File: src/rtl/fifo_wr_arbiter.sv
// fifo_wr_arbiter
//   Shares the single FIFO write port among N requesters. Arbitration is round-robin
//   with bounded bursts: the owner may write up to MAX_BURST words, then ownership
//   rotates. Each ownership is followed by exactly one IDLE cycle of arbitration.
//
// Ports:
//   clk       FIFO write-side clock
//   rst       asynchronous active-low reset
//   req       per-requester write request (data valid while high)
//   req_data  packed requester data, slice i = [i*W +: W]
//   gnt       one-hot accept strobe, word of requester i consumed this cycle
//   full      FIFO full flag
//   write     FIFO write enable
//   wdata     FIFO write data (0 while idle)
//   owner     current / last owner index
//   busy      high while a requester owns the port
//
// Optional feature (macro WARB_WORDCNT_EN):
//   cnt_clr   synchronous clear of word_cnt, wins over a coincident write
//   word_cnt  16-bit wrapping count of FIFO writes
module fifo_wr_arbiter #(
    parameter int unsigned N         = 4,
    parameter int unsigned W         = 8,
    parameter int unsigned MAX_BURST = 4
) (
    input  logic                 clk,
    input  logic                 rst,
    input  logic [N-1:0]         req,
    input  logic [N*W-1:0]       req_data,
    output logic [N-1:0]         gnt,
    input  logic                 full,
    output logic                 write,
    output logic [W-1:0]         wdata,
    output logic [$clog2(N)-1:0] owner,
    output logic                 busy
`ifdef WARB_WORDCNT_EN
    ,
    input  logic                 cnt_clr,
    output logic [15:0]          word_cnt
`endif
);

    localparam int unsigned OW = $clog2(N);

    localparam logic [0:0] StIdle = 1'b0;
    localparam logic [0:0] StBusy = 1'b1;

    localparam logic [7:0] BurstLast = 8'(MAX_BURST - 1);

    logic [0:0]    state_q, state_d;
    logic [OW-1:0] owner_q, owner_d;
    logic [OW-1:0] rr_ptr_q, rr_ptr_d;
    logic [7:0]    burst_q, burst_d;

    logic [OW-1:0] pick;
    logic [OW-1:0] idx;
    logic          found;
    logic [OW-1:0] owner_nxt;
    logic [W-1:0]  owner_data;

    // First requester at or above rr_ptr, wrapping N-1 -> 0.
    always_comb begin
        pick  = rr_ptr_q;
        idx   = '0;
        found = 1'b0;
        for (int unsigned k = 0; k < N; k++) begin
            idx = OW'((32'(rr_ptr_q) + k) % N);
            if (!found && req[idx]) begin
                found = 1'b1;
                pick  = idx;
            end
        end
    end

    always_comb begin
        owner_data = '0;
        for (int unsigned i = 0; i < N; i++) begin
            if (owner_q == OW'(i)) begin
                owner_data = req_data[i*W +: W];
            end
        end
    end

    assign owner_nxt = (owner_q == OW'(N - 1)) ? '0 : owner_q + OW'(1);

    always_comb begin
        state_d  = state_q;
        owner_d  = owner_q;
        rr_ptr_d = rr_ptr_q;
        burst_d  = burst_q;
        write    = 1'b0;
        gnt      = '0;
        wdata    = '0;
        if (state_q == StIdle) begin
            if (|req) begin
                owner_d = pick;
                burst_d = '0;
                state_d = StBusy;
            end
        end else begin
            // full only stalls; ownership and burst count are held.
            write = req[owner_q] & ~full;
            wdata = owner_data;
            if (write) begin
                gnt[owner_q] = 1'b1;
                burst_d      = burst_q + 8'd1;
            end
            if (write && (burst_q == BurstLast)) begin
                rr_ptr_d = owner_nxt;
                state_d  = StIdle;
            end else if (!req[owner_q]) begin
                rr_ptr_d = owner_nxt;
                state_d  = StIdle;
            end
        end
    end

    always_ff @(posedge clk or negedge rst) begin
        if (!rst) begin
            state_q  <= StIdle;
            owner_q  <= '0;
            rr_ptr_q <= '0;
            burst_q  <= '0;
        end else begin
            state_q  <= state_d;
            owner_q  <= owner_d;
            rr_ptr_q <= rr_ptr_d;
            burst_q  <= burst_d;
        end
    end

    assign owner = owner_q;
    assign busy  = (state_q == StBusy);

`ifdef WARB_WORDCNT_EN
    logic [15:0] word_cnt_q;

    always_ff @(posedge clk or negedge rst) begin
        if (!rst) begin
            word_cnt_q <= '0;
        end else if (cnt_clr) begin
            word_cnt_q <= '0;
        end else if (write) begin
            word_cnt_q <= word_cnt_q + 16'd1;
        end
    end

    assign word_cnt = word_cnt_q;
`endif

endmodule
File: config.mk
export PLATFORM = sky130hd
export DESIGN_NAME = fifo_wr_arbiter
export DESIGN_NICKNAME = d
export VERILOG_FILES = /design/src/rtl/fifo_wr_arbiter.sv
export SDC_FILE = /design/constraint.sdc
export NUM_CORES = 1
export LEC_CHECK = 0
export ABC_AREA = 1
export ABC_CLOCK_PERIOD_IN_PS = 5750
export CAP_MARGIN = 15
export CORE_MARGIN = 1
export CORE_UTILIZATION = 47
export CTS_BUF_LIST = sky130_fd_sc_hd__clkbuf_4
export DETAILED_ROUTE_END_ITERATION = 8
export PLACE_DENSITY = 0.85
export SLEW_MARGIN = 20
export SYNTH_ARGS = -nofsm -noshare
export SYNTH_HDL_FRONTEND = slang
export SYNTH_SLANG_ARGS = --single-unit
export TNS_END_PERCENT = 10
File: constraint.sdc
create_clock -name clk -period 5.75 [get_ports clk]
set_input_delay 1.725 -clock clk [delete_from_list [all_inputs] [get_ports clk]]
set_output_delay 1.725 -clock clk [all_outputs]
set_load 0.005 [all_outputs]
==> impl_metrics.ini <==
[layout]
syn_to_final_growth_pct = 43.7
utilization_pct = 73.4
final_common_cell = nand2_1
n_antenna_cell = 0
final_cell_mix = nand2_1 (56), clkdlybuf4s50_1 (54), o21ai_0 (33)
nets = 309
drive_gt1_share_pct = 5.30

[global_routing]
grt_max_degree = 19
grt.total_usage_pct = 25.8
grt-ovfl-total = 0
grtUsageMet1_pct = 31.1
grt.busiest_layer = met2
grt_first_pass_wirelength_um = 5520
antenna_found_initial = 0
use_met3_pct = 7.78
grt_pass1_vias = 1363
met2_usage_pct = 44.9

[worst_setup_path]
cp_max_fo = 7
crit_family = buffers and inverters
critPathArrivalTime_ns = 3.41
cp.required_ns = 4.03
path_buf_inv = 3
cp-end-kind = output port
cp_cell_sequence = clkdlybuf4s50_1 -> inv_1 -> o21ai_1 -> nand2_1 -> nor2_2 -> nand2_4 -> nor2_1 -> clkdlybuf4s50_1
cp_slowest_cell = clkdlybuf4s50_1
slowest_delay_ns = 0.51
path_class = input pin to output port
start_kind = input pin
crit_top_cell = clkdlybuf4s50_1

[timing]
layout_setup_ws_ns = 0.615
maxSlewHeadroom_pct = 62.7
setup_viol = 0
skew_ns = 0.00857
setup_tns_ns = 0
fmax_mhz = 195
slew_viol_final = 0
period_needed_ns = 5.14
hold_viol = 0
rsz0062_at_grt = false
min_period_over_period_pct = 89.3
tightestPinTransition_ns = 0.558

[cts]
post_cts_resized = 0
worst_skew_pair.late_latency_ns = 0.28
cts_hold_buf = 0
clk_pin_slew_ns = 0.08
htree_levels = 1
post_cts_buffers = 0
clockBufferDepth = 2
cts_sinks = 13
cts_tree = done
numCtsBuffers = 3
clock-root-buffer = clkbuf_4

[power_and_ir_drop]
intPower_uw = 417
p_clk_share_pct = 7.3
swShare_pct = 49.6
power_density_nw_per_um2 = 443
pwr-share-comb_pct = 71.7
total_power_uw = 827
p_sw_uw = 410
pwr-share-seq_pct = 21.0
cellLeakagePower_nw = 0.857
ir_drop_uv = 312

[place]
gp_congestion = 0.841
portBuffers = 54
dpl.hpwl_um = 2740
post-place-ws_ns = 0.620

[synthesis]
avgSynthCellArea_um2 = 6.10
synth_seq_area_share_pct = 25.0
yosysUniqueCellTypes = 23
syn_inst = 213
netlist_area_um2 = 1300
synth_seq_cells = 13
ys_warn_count = 0
syn_nets = 257

[drt]
drt_iter0_drc = 28
viasPerCell = 5.25
drcViolationCount = 0
postRouteAntennaNets = 0
drt_first_pass_iters = 4
wl_per_cell_um = 12.1
num_vias = 1543
drt_wl_total_um = 3560

[floorplanning]
die_h_um = 54.6
io_pins = 55
row_count = 18
initial_core_util_pct = 51.0
dieArea_um2 = 2980
core_um2 = 2540
die_width_um = 54.6

[worst_hold_path]
hp-class = register to register

[job]
maxCapViolations = 0

[run_status]
status = completed
-- worst paths after layout --
kind | start | end | slack, ns | depth (start not counted)
max | req[0] | gnt[1] | 0.61 | 8
min in group asynchronous | rst | burst_q[0]$_DFFE_PN0P_ | 1.80 | 1
min | burst_q[7]$_DFFE_PN0P_ | burst_q[7]$_DFFE_PN0P_ | 0.53 | 2
max in group asynchronous | rst | burst_q[5]$_DFFE_PN0P_ | 3.57 | 1
min reg2reg | burst_q[7]$_DFFE_PN0P_ | burst_q[7]$_DFFE_PN0P_ | 0.53 | 2
max reg2reg | rr_ptr_q[0]$_DFFE_PN0P_ | owner[1]$_DFFE_PN0P_ | 3.98 | 9
-- synthesized netlist by cell type --
cell      number  area, um^2
nand4_1        5        31.3
clkbuf_1       3        11.3
ha_1           5        62.6
inv_1         20        75.1
nand2_1       56         210
nand3_1       14        70.1
buf_2          2        10.0
nor3_1         2        10.0
nand3_2        1        10.0
nand2_2        3        18.8
inv_2          1        3.75
nor2_2         1        6.26
buf_6          1        11.3
nor2_4         1        11.3
nor2_1        20        75.1
o21ai_1        4        20.0
o21ai_0       33         165
clkinv_1       1        3.75
buf_4          1        7.51
a21oi_1       20         100
xor2_1         3        26.3
nand2_4        3        33.8
dfrtp_1       13         325
-- power groups by stage --
stage	Clock (mW)	Combinational (mW)	Sequential (mW)
finish	0.0604	0.593	0.174
global route	0.0662	0.688	0.181
CTS	0.0625	0.598	0.174
detailed placement	0	0.595	0.175
global placement	0	0.591	0.175
floorplan	0	0.402	0.148
-- area by class of cell --
class                           instances  area, um^2
Multi-Input combinational cell        171         851
Fill cell                             240         678
Timing Repair Buffer                   54         541
Sequential cell                        13         325
Inverter                               22        82.6
Tap cell                               30        37.5
Clock buffer                            4        30.0
-- registers in the layout (all words and copies together), names as in the netlist --
name	cells
rr_ptr_q	2
owner	2
burst_q	8
busy	1
-- through the flow --
step / instance area, um^2 / hold WS (ns) / cells
after floorplan: 1300 / 0.481 / 213
after global placement: 1840 / 0.506 / 290
after detailed placement: 1840 / 0.515 / 290
after CTS: 1870 / 0.534 / 294
after global routing: 1870 / 0.589 / 294
final: 1870 / 0.531 / 294
-- routing by layer --
metal / vias to the layer above / routed length (um)
met3: 2 / 386
met1: 681 / 1610
met5: - / 0
met4: 0 / 9
li1: 802 / -
met2: 58 / 1560
-- kinds of logic after synthesis --
| group | Yosys count | synth area share (%) |
|---|---|---|
| flip-flops | 13 | 25.0 |
| XOR/XNOR | 3 | 2.02 |
| AND/OR/NAND/NOR | 106 | 36.7 |
| AO/OA/AOI/OAI | 57 | 22.0 |
| buffers and inverters | 29 | 9.44 |
| adder cells (fa/ha/maj) | 5 | 4.82 |
-- worst register-to-register path, stage by stage (launching register included) --
cell and delay (ns):
dfrtp_1 0.57, inv_1 0.23, nand2_1 0.13, nand2_1 0.07, o21ai_0 0.20, nand3_1 0.13, nand2_1 0.11, nand3_1 0.06
nand3_1 0.09, nand2_1 0.05
(Power assumes the default switching activity.)
